File: src/rtl/apb_uart_rx_pkg.sv
// Shared definitions for the UART receive register slave:
// register indices, STATUS bit positions, reset values, ingest states.
package apb_uart_rx_pkg;

    localparam logic [2:0] REG_STATUS = 3'd0;
    localparam logic [2:0] REG_COUNT  = 3'd1;
    localparam logic [2:0] REG_BP_LO  = 3'd2;
    localparam logic [2:0] REG_BP_HI  = 3'd3;
    localparam logic [2:0] REG_DSIZE  = 3'd4;
    localparam logic [2:0] REG_IRQ_EN = 3'd5;
    localparam logic [2:0] REG_RXDATA = 3'd6;
    localparam logic [2:0] REG_RSVD   = 3'd7;

    localparam int ST_NE   = 0;
    localparam int ST_FULL = 1;
    localparam int ST_FE   = 2;
    localparam int ST_OE   = 3;

    localparam logic [3:0] DSIZE_RST  = 4'd8;
    localparam int         BP_RST     = 10;
    localparam logic [1:0] IRQ_EN_RST = 2'b00;

    typedef enum logic [1:0] {
        ING_IDLE,
        ING_ACK,
        ING_WAIT
    } ing_state_e;

endpackage

File: src/rtl/apb_uart_rx_regs_fifo.sv
// Synchronous receive FIFO with combinational head output.
// A push into a full FIFO is accepted when a pop happens in the same cycle.
module rx_fifo
    import apb_uart_rx_pkg::*;
#(
    parameter int WIDTH = 8,
    parameter int DEPTH = 8,
    localparam int AW = $clog2(DEPTH),
    localparam int CW = AW + 1
) (
    input  logic             clk,
    input  logic             n_rst,
    input  logic             push,
    input  logic             pop,
    input  logic [WIDTH-1:0] wdata,
    output logic [WIDTH-1:0] rdata,
    output logic             full,
    output logic             empty,
    output logic [CW-1:0]    count
);

    logic [WIDTH-1:0] mem_q [DEPTH];
    logic [AW-1:0]    rd_q, rd_d;
    logic [AW-1:0]    wr_q, wr_d;
    logic [CW-1:0]    cnt_q, cnt_d;
    logic             do_push, do_pop;

    assign empty   = (cnt_q == '0);
    assign full    = (cnt_q == CW'(DEPTH));
    assign do_pop  = pop & ~empty;
    assign do_push = push & (~full | do_pop);
    assign rdata   = mem_q[rd_q];
    assign count   = cnt_q;

    always_comb begin
        rd_d  = do_pop  ? rd_q + AW'(1) : rd_q;
        wr_d  = do_push ? wr_q + AW'(1) : wr_q;
        cnt_d = cnt_q;
        case ({do_push, do_pop})
            2'b10:   cnt_d = cnt_q + CW'(1);
            2'b01:   cnt_d = cnt_q - CW'(1);
            default: cnt_d = cnt_q;
        endcase
    end

    always_ff @(posedge clk or negedge n_rst) begin
        if (!n_rst) begin
            rd_q  <= '0;
            wr_q  <= '0;
            cnt_q <= '0;
        end else begin
            rd_q  <= rd_d;
            wr_q  <= wr_d;
            cnt_q <= cnt_d;
        end
    end

    // Storage needs no reset: pointers and count define validity.
    always_ff @(posedge clk) begin
        if (do_push) begin
            mem_q[wr_q] <= wdata;
        end
    end

endmodule

File: src/rtl/apb_uart_rx_regs.sv
// APB3 register slave for the UART receiver: RX FIFO ingest,
// sticky error flags, configuration registers and level interrupt.
module apb_uart_rx_regs
    import apb_uart_rx_pkg::*;
#(
    parameter int FIFO_DEPTH = 8,
    parameter int PERIOD_W   = 14
) (
    input  logic                clk,
    input  logic                n_rst,
    input  logic [7:0]          rx_data,
    input  logic                data_ready,
    input  logic                overrun_error,
    input  logic                framing_error,
    input  logic                psel,
    input  logic                penable,
    input  logic                pwrite,
    input  logic [2:0]          paddr,
    input  logic [7:0]          pwdata,
    output logic [7:0]          prdata,
    output logic                pready,
    output logic                pslverr,
    output logic                data_read,
    output logic [3:0]          data_size,
    output logic [PERIOD_W-1:0] bit_period,
    output logic                irq
);

    localparam int CW = $clog2(FIFO_DEPTH) + 1;

    ing_state_e          ing_q;
    logic                data_read_q;
    logic [7:0]          prdata_q, prdata_d;
    logic                pslverr_q, pslverr_d;
    logic [PERIOD_W-1:0] bp_q, bp_d;
    logic [3:0]          dsize_q, dsize_d;
    logic [1:0]          en_q, en_d;
    logic                fe_q, fe_d;
    logic                oe_q, oe_d;
    logic                irq_q, irq_d;
    logic [1:0]          w1c;

    logic                setup, push_req, pop, drop;
    logic                fifo_full, fifo_empty;
    logic [7:0]          head;
    logic [CW-1:0]       count;

    assign setup    = psel & ~penable;
    assign push_req = (ing_q == ING_IDLE) & data_ready;
    assign pop      = setup & ~pwrite & (paddr == REG_RXDATA) & ~fifo_empty;
    // A pop on the same edge frees a slot, so only then is a full push kept.
    assign drop     = push_req & fifo_full & ~pop;

    rx_fifo #(
        .WIDTH (8),
        .DEPTH (FIFO_DEPTH)
    ) u_fifo (
        .clk   (clk),
        .n_rst (n_rst),
        .push  (push_req),
        .pop   (pop),
        .wdata (rx_data),
        .rdata (head),
        .full  (fifo_full),
        .empty (fifo_empty),
        .count (count)
    );

    always_comb begin
        prdata_d  = '0;
        pslverr_d = 1'b0;
        bp_d      = bp_q;
        dsize_d   = dsize_q;
        en_d      = en_q;
        w1c       = 2'b00;
        if (setup && pwrite) begin
            case (paddr)
                REG_STATUS: w1c = pwdata[ST_OE:ST_FE];
                REG_BP_LO:  bp_d[7:0] = pwdata;
                REG_BP_HI:  bp_d[PERIOD_W-1:8] = pwdata[PERIOD_W-9:0];
                REG_DSIZE:  dsize_d = pwdata[3:0];
                REG_IRQ_EN: en_d = pwdata[1:0];
                default:    pslverr_d = 1'b1;
            endcase
        end else if (setup) begin
            case (paddr)
                REG_STATUS: prdata_d = {4'b0, oe_q, fe_q, fifo_full, ~fifo_empty};
                REG_COUNT:  prdata_d = 8'(count);
                REG_BP_LO:  prdata_d = bp_q[7:0];
                REG_BP_HI:  prdata_d = 8'(bp_q[PERIOD_W-1:8]);
                REG_DSIZE:  prdata_d = {4'b0, dsize_q};
                REG_IRQ_EN: prdata_d = {6'b0, en_q};
                REG_RXDATA: begin
                    pslverr_d = fifo_empty;
                    prdata_d  = fifo_empty ? 8'h00 : head;
                end
                default:    pslverr_d = 1'b1;
            endcase
        end
        fe_d  = framing_error | (fe_q & ~w1c[0]);
        oe_d  = overrun_error | drop | (oe_q & ~w1c[1]);
        irq_d = (en_q[0] & ~fifo_empty) | (en_q[1] & (fe_q | oe_q));
    end

    always_ff @(posedge clk or negedge n_rst) begin
        if (!n_rst) begin
            prdata_q  <= '0;
            pslverr_q <= 1'b0;
            bp_q      <= PERIOD_W'(BP_RST);
            dsize_q   <= DSIZE_RST;
            en_q      <= IRQ_EN_RST;
            fe_q      <= 1'b0;
            oe_q      <= 1'b0;
            irq_q     <= 1'b0;
        end else begin
            prdata_q  <= prdata_d;
            pslverr_q <= pslverr_d;
            bp_q      <= bp_d;
            dsize_q   <= dsize_d;
            en_q      <= en_d;
            fe_q      <= fe_d;
            oe_q      <= oe_d;
            irq_q     <= irq_d;
        end
    end

    always_ff @(posedge clk or negedge n_rst) begin
        if (!n_rst) begin
            ing_q       <= ING_IDLE;
            data_read_q <= 1'b0;
        end else begin
            case (ing_q)
                ING_IDLE: begin
                    if (data_ready) begin
                        ing_q       <= ING_ACK;
                        data_read_q <= 1'b1;
                    end
                end
                ING_ACK: begin
                    ing_q       <= ING_WAIT;
                    data_read_q <= 1'b0;
                end
                ING_WAIT: begin
                    if (!data_ready) begin
                        ing_q <= ING_IDLE;
                    end
                end
                default: begin
                    ing_q       <= ING_IDLE;
                    data_read_q <= 1'b0;
                end
            endcase
        end
    end

    assign prdata     = prdata_q;
    assign pslverr    = pslverr_q;
    assign pready     = 1'b1;
    assign data_read  = data_read_q;
    assign data_size  = dsize_q;
    assign bit_period = bp_q;
    assign irq        = irq_q;

endmodule
File: config.mk
export PLATFORM = sky130hd
export DESIGN_NAME = apb_uart_rx_regs
export DESIGN_NICKNAME = d
export VERILOG_FILES = /design/src/rtl/apb_uart_rx_pkg.sv /design/src/rtl/apb_uart_rx_regs_fifo.sv /design/src/rtl/apb_uart_rx_regs.sv
export SDC_FILE = /design/constraint.sdc
export NUM_CORES = 1
export LEC_CHECK = 0
export CORE_MARGIN = 2
export CORE_UTILIZATION = 40
export CTS_CLUSTER_SIZE = 10
export DETAILED_ROUTE_END_ITERATION = 12
export HOLD_SLACK_MARGIN = 0.03
export SLEW_MARGIN = 20
export SYNTH_ARGS = -nofsm -noshare
export SYNTH_HDL_FRONTEND = slang
export SYNTH_HIERARCHICAL = 1
export SYNTH_SLANG_ARGS = --single-unit
File: constraint.sdc
create_clock -name clk -period 3.62 [get_ports clk]
set_input_delay 0.724 -clock clk [delete_from_list [all_inputs] [get_ports clk]]
set_output_delay 0.724 -clock clk [all_outputs]
set_load 0.02 [all_outputs]
* Word-level counts from Yosys, hierarchy flattened *
Memory sizes are Yosys's and may differ from the RTL's.
Cells that the tools add are included.

storage, ports and cells
  register bits after elaboration = 45
  memories kept = 1
  word-level logic and storage cells = 90
  input port bits = 27
  memory bits (writable) = 64

cells by class
  equality and inequality tests = 13
  add/sub/neg operators = 4
  reduce and logical (&&, ||, !) cells = 13
  mux-type cells = 18
  bitwise logic cells = 27

memory list
  name          words  bits a word  rd ports  clocked after memory_dff  wr ports  RTL line                     RTL
  u_fifo.mem_q  8      8            1         0                         1         apb_uart_rx_regs_fifo.sv:22  logic [WIDTH-1:0] mem_q [DEPTH];

operators with widths
  cell                   count
  $pmux W8 S7            1
  $mux W8                3
  $and A1 B1 Y1          13
  $reduce_and A2 Y1      6
  $eq A3 B3 Y1 const B   3
  $mux W2                4
  $not A1 Y1             8
  $pmux W4 S2            1
  $add A3 B1 Y3 const B  2
  $eq A3 B2 Y1 const B   2
  $mux W1                6
  $or A1 B1 Y1           6
  $pmux W2 S3            1
  $reduce_or A6 Y1       1
  $reduce_or A5 Y1       1
  $add A4 B1 Y4 const B  1
  $eq A2 B1 Y1 const B   2
  $eq A2 B2 Y1 const B   2
  $eq A4 B4 Y1 const B   1
  $logic_not A4 Y1       1
  $ne A2 B2 Y1 const B   2
  $pmux W1 S2            2
  $sub A4 B1 Y4 const B  1
  $eq A3 B1 Y1 const B   1
  4 further kinds        4

* Depth between registers and ports, before layout *
  word-level depth = 10
  depth in mapped cells = 13
  depth with buffers taken out = 12

* By module *
Netlist, hierarchy kept.

modules (own cells, without submodules)
  module            seq. area each (um^2)  area each (um^2)  times used  cells an instance
  rx_fifo           2,172.1                3,113.0           1           162
  apb_uart_rx_regs  879.6                  1,665.3           1           144

* Least setup slack after synthesis *
No wires, ideal clock.

  path kind = input -> register
  from = in paddr[0]
  to = reg u_fifo.cnt_q[3] (netlist: u_fifo/count[3])
  data arrival time = 3,008 ps
  path buffers = 1
  stages on the path = 11
  required time = 3,551 ps
  setup slack = 542 ps
  setup time = 69 ps
  cell sequence = buf_2 nor3_4 and2_1 o21ai_2 or2_2 inv_1 ha_1 or2_2 nand3_1 mux2_2 nand3b_1

on the way
  cells in the longest elaborated chain, start to end = 8
  elaborated cells on any way between the ends = 10
  those cells by class = eq/ne: 3; mux: 1; bitwise: 5; reduce/logical: 1

RTL lines
  what                                               RTL line                     RTL
  start: declaration                                 apb_uart_rx_regs.sv:18       input logic [2:0] paddr,
  $eq A3 B3 Y1 *                                     apb_uart_rx_regs.sv:50       assign pop = setup & ~pwrite & (paddr == REG_RXDATA) & ~fifo_empty;
  $and A1 B1 Y1 * (2 in a row)                       apb_uart_rx_regs.sv:50
  net pop                                            apb_uart_rx_regs.sv:43       logic setup, push_req, pop, drop;
  $and A1 B1 Y1 *                                    apb_uart_rx_regs_fifo.sv:30  assign do_pop = pop & ~empty;
  $or A1 B1 Y1                                       apb_uart_rx_regs_fifo.sv:31  assign do_push = push & (~full | do_pop);
  $and A1 B1 Y1                                      apb_uart_rx_regs_fifo.sv:31
  $eq A2 B1 Y1 or $eq A2 B2 Y1 (tied branches)       apb_uart_rx_regs_fifo.sv:39  case ({do_push, do_pop})
  $pmux W4 S2 or $reduce_bool A2 Y1 (tied branches)  n/a
  end signal: assignment                             apb_uart_rx_regs_fifo.sv:54  cnt_q <= cnt_d;
  end: declaration                                   apb_uart_rx_regs_fifo.sv:25  logic [CW-1:0] cnt_q, cnt_d;

Mark *: on every way through the listed nets, which the timed path passes. The rest lies on a longest branch.
A chain may end at the register's enable or synchronous reset.

* Final worst setup path *
  from = reg u_fifo.cnt_q[0] (netlist: u_fifo/count[0])
  to = reg u_fifo.cnt_q[3] (netlist: u_fifo/count[3])

on the way
  cells in the longest elaborated chain, start to end = 8
  elaborated cells on any way between the ends = 14
  those cells by class = add/sub: 2; eq/ne: 3; mux: 1; bitwise: 6; reduce/logical: 2

RTL lines
  what                                               RTL line                     RTL
  $logic_not A4 Y1 *                                 apb_uart_rx_regs_fifo.sv:28  assign empty = (cnt_q == '0);
  net fifo_empty                                     apb_uart_rx_regs.sv:44       logic fifo_full, fifo_empty;
  $not A1 Y1 *                                       apb_uart_rx_regs.sv:50
  $and A1 B1 Y1 *                                    apb_uart_rx_regs.sv:50
  net pop                                            apb_uart_rx_regs.sv:43
  $and A1 B1 Y1 *                                    apb_uart_rx_regs_fifo.sv:30
  $or A1 B1 Y1                                       apb_uart_rx_regs_fifo.sv:31
  $and A1 B1 Y1                                      apb_uart_rx_regs_fifo.sv:31
  $eq A2 B1 Y1 or $eq A2 B2 Y1 (tied branches)       apb_uart_rx_regs_fifo.sv:39
  $pmux W4 S2 or $reduce_bool A2 Y1 (tied branches)  n/a

Marked as above.

==> flow_metrics.py <==
metrics = {
    "status": {
        "status": "completed",
    },
    "power_and_ir_drop": {
        "power.total_mw": 3.710,
        "powerDensity_mw_per_mm2": 635.0,
        "leakagePower_nw": 2.179,
        "ir_worst_vdd_mv": 0.3416,
    },
    "synthesis": {
        "yosysSeqAreaShare_pct": 63.86,
        "ys_seq_elements": 109,
        "async_reset_ff_share_pct": 41.28,
        "synthCells": 306,
        "synth_warnings": 6,
        "synth_edf_count": 64,
        "synth_ff_type": "edfxtp_1",
        "syn_nets": 338,
        "synth_area_mm2": 0.004778,
        "synth_cell_types": 49,
        "avgSynthCellArea_um2": 15.62,
    },
    "detailed_routing": {
        "first_pass_iters": 4,
        "vias": 2763,
        "avgRoutedWirePerCell_um": 18.90,
        "drtIter0Drc": 195,
        "drc": 0,
        "drt.antenna.violating_nets": 0,
        "vias_per_cell": 5.283,
        "wirelength_um": 9887,
    },
    "clock_network": {
        "clock_latency_ns": 0.35,
        "root_buffer": "clkbuf_16",
        "ctsResizeCount": 0,
        "htreeDepth": 3,
        "clk_pin_slew_ns": 0.07,
        "cts_inserted_buffers": 9,
        "cts_setup_buffers": 0,
        "tritoncts": "built",
        "ctsHoldBuffers": 0,
        "cts.sinks": 109,
        "cts.path.max_buffers": 2,
    },
    "finish": {
        "final_util_pct": 50.74,
        "syn_to_final_growth_pct": 22.28,
        "layout_common_cells": "edfxtp_1, clkdlybuf4s50_1, dfrtp_1, mux2_2, nor2_1",
        "drive_above_1_share_pct": 23.95,
        "n_antenna_cell": 0,
        "mostFrequentLayoutCell": "edfxtp_1",
        "nNetsFinal": 407,
    },
    "floorplanning": {
        "std_cell_rows": 39,
        "die_w_um": 113.3,
        "start_util_pct": 41.49,
        "num_io_pins": 57,
        "core_mm2": 0.01152,
        "die_area_mm2": 0.01284,
        "die_y_um": 113.3,
    },
    "timing": {
        "maxSlewHeadroom_pct": 48.59,
        "fin_tns_setup_ns": 0,
        "skew_ns": 0.005932,
        "rsz0062_at_grt": "false",
        "hold_viol": 0,
        "period_minus_slack_ns": 3.070,
        "worst_pin_slew_ns": 0.7712,
        "whs_ns": 0.3694,
        "setup-violations-final": 0,
        "postLayoutSetupSlackWorst_ns": 0.5499,
        "slew_viol_final": 0,
        "fin_crit_sh_pct": 84.81,
        "fmax_ghz": 0.3257,
    },
    "global_routing": {
        "grt.total_usage_pct": 16.54,
        "grt_pass1_vias": 2817,
        "antenna_found_initial": 0,
        "grt_start_max_net_pins": 46,
        "globalRoute.totalOverflow": 0,
        "grt_pass1_wl_um": 15790,
    },
    "setup_path": {
        "crit_path_start_kind": "flip-flop",
        "crit_required_ns": 3.90,
        "critical_path.max_fanout": 9,
        "path_class": "reg -> reg",
        "cp_data_arrival_time_ns": 3.35,
        "cp-end-kind": "flip-flop",
    },
    "placement": {
        "place_congestion": 0.8387,
        "io_buffers": 55,
        "hpwl_um": 6667,
        "dp_slack_ns": 0.2975,
    },
    "hold_path": {
        "hold_path.class": "in -> async",
    },
    "run": {
        "drv_cap": 0,
    },
}
[worst max-delay path, cell delays in order (launching register included)]
cell      delay (ns)
dfrtp_1         0.41
or3_1           0.57
nor2_1          0.31
nor3_4          0.08
and2_1          0.19
o21ai_2         0.11
or2_2           0.17
inv_1           0.06
ha_1            0.29
or2_2           0.31
nand3_1         0.11
mux2_2          0.34
nand3b_1        0.07
[power breakdown]
group	switching [mW]	internal (mW)
clock network	0.443	0.566
registers	0.166	1.52
logic	0.485	0.536
total	1.09	2.62
[routing by layer]
metal  up-vias  routed length [um]  share of wire [%]  track usage (%)
met5         -                   0                  0                0
met4         0                 118                1.2            4.228
met3         8                 509                5.1            4.660
met2        74                4786                 48            27.31
met1      1393                4473                 45            21.74
li1       1288                   -                  -                -
[cell usage after synthesis (4+ instances only)]
cell      count  area, um^2
edfxtp_1     64        1922
dfrtp_1      42        1051
mux2_2       32       360.4
nor2_1       23       86.33
nand2_1      14       52.55
mux4_2       11       247.7
a21oi_1       9       45.04
mux2i_1       8       80.08
nand2b_1      8       50.05
inv_1         7       26.28
mux4_1        6       157.7
o21ai_0       5       25.02
xnor2_1       5       43.79
a22oi_1       4       30.03
buf_2         4       20.02
buf_4         4       30.03
ha_1          4       50.05
nand3_1       4       20.02
nor3_1        4       20.02
[area by class of cell]
class	count	area (um^2)
Inverter	7	26.28
Sequential cell	109	3052
Tap cell	143	178.9
Fill cell	993	5673
Clock buffer	11	242.7
Multi-Input combinational cell	177	1609
Timing Repair Buffer	71	668.1
Clock inverter	5	66.31
[stage by stage]
| stage | cells | cell area, um^2 |
|---|---|---|
| after detailed placement | 507 | 5532 |
| after global placement | 507 | 5532 |
| after global routing | 523 | 5843 |
| after CTS | 523 | 5841 |
| final | 523 | 5843 |
| after floorplan | 306 | 4778 |
[registers in the layout (all words and copies together), names as in the netlist, 2 cells and up]
signal	flops
prdata	8
en_q	2
bit_period	14
u_fifo/wr_q	3
u_fifo/rd_q	3
u_fifo/count	4
ing_q	2
u_fifo/mem_q	64
data_size	4
[final timing paths]
| path | startpoint | endpoint | slack [ns] | cells after the start |
|---|---|---|---|---|
| min in group clk | ing_q[0] | ing_q[0] | 0.46 | 1 |
| max in group asynchronous | n_rst | bit_period[6] | 2.86 | 1 |
| min reg2reg | ing_q[0] | ing_q[0] | 0.46 | 1 |
| min | n_rst | fe_q | 0.37 | 1 |
| max | u_fifo/count[0] | u_fifo/count[3] | 0.55 | 12 |
| max reg2reg | u_fifo/count[0] | u_fifo/count[3] | 0.55 | 12 |
[cell families after synthesis]
| family | after synthesis | share of synthesized area (%) |
|---|---|---|
| simple gates | 74 | 7.986 |
| buf+inv | 20 | 2.461 |
| mux | 58 | 18.02 |
| flops | 109 | 63.86 |
| xor+xnor | 7 | 1.283 |
| compound gates | 32 | 4.844 |
| other cells | 1 | 0.07848 |
| fa+ha+maj | 5 | 1.466 |
Power figures use the tool's default switching activity.
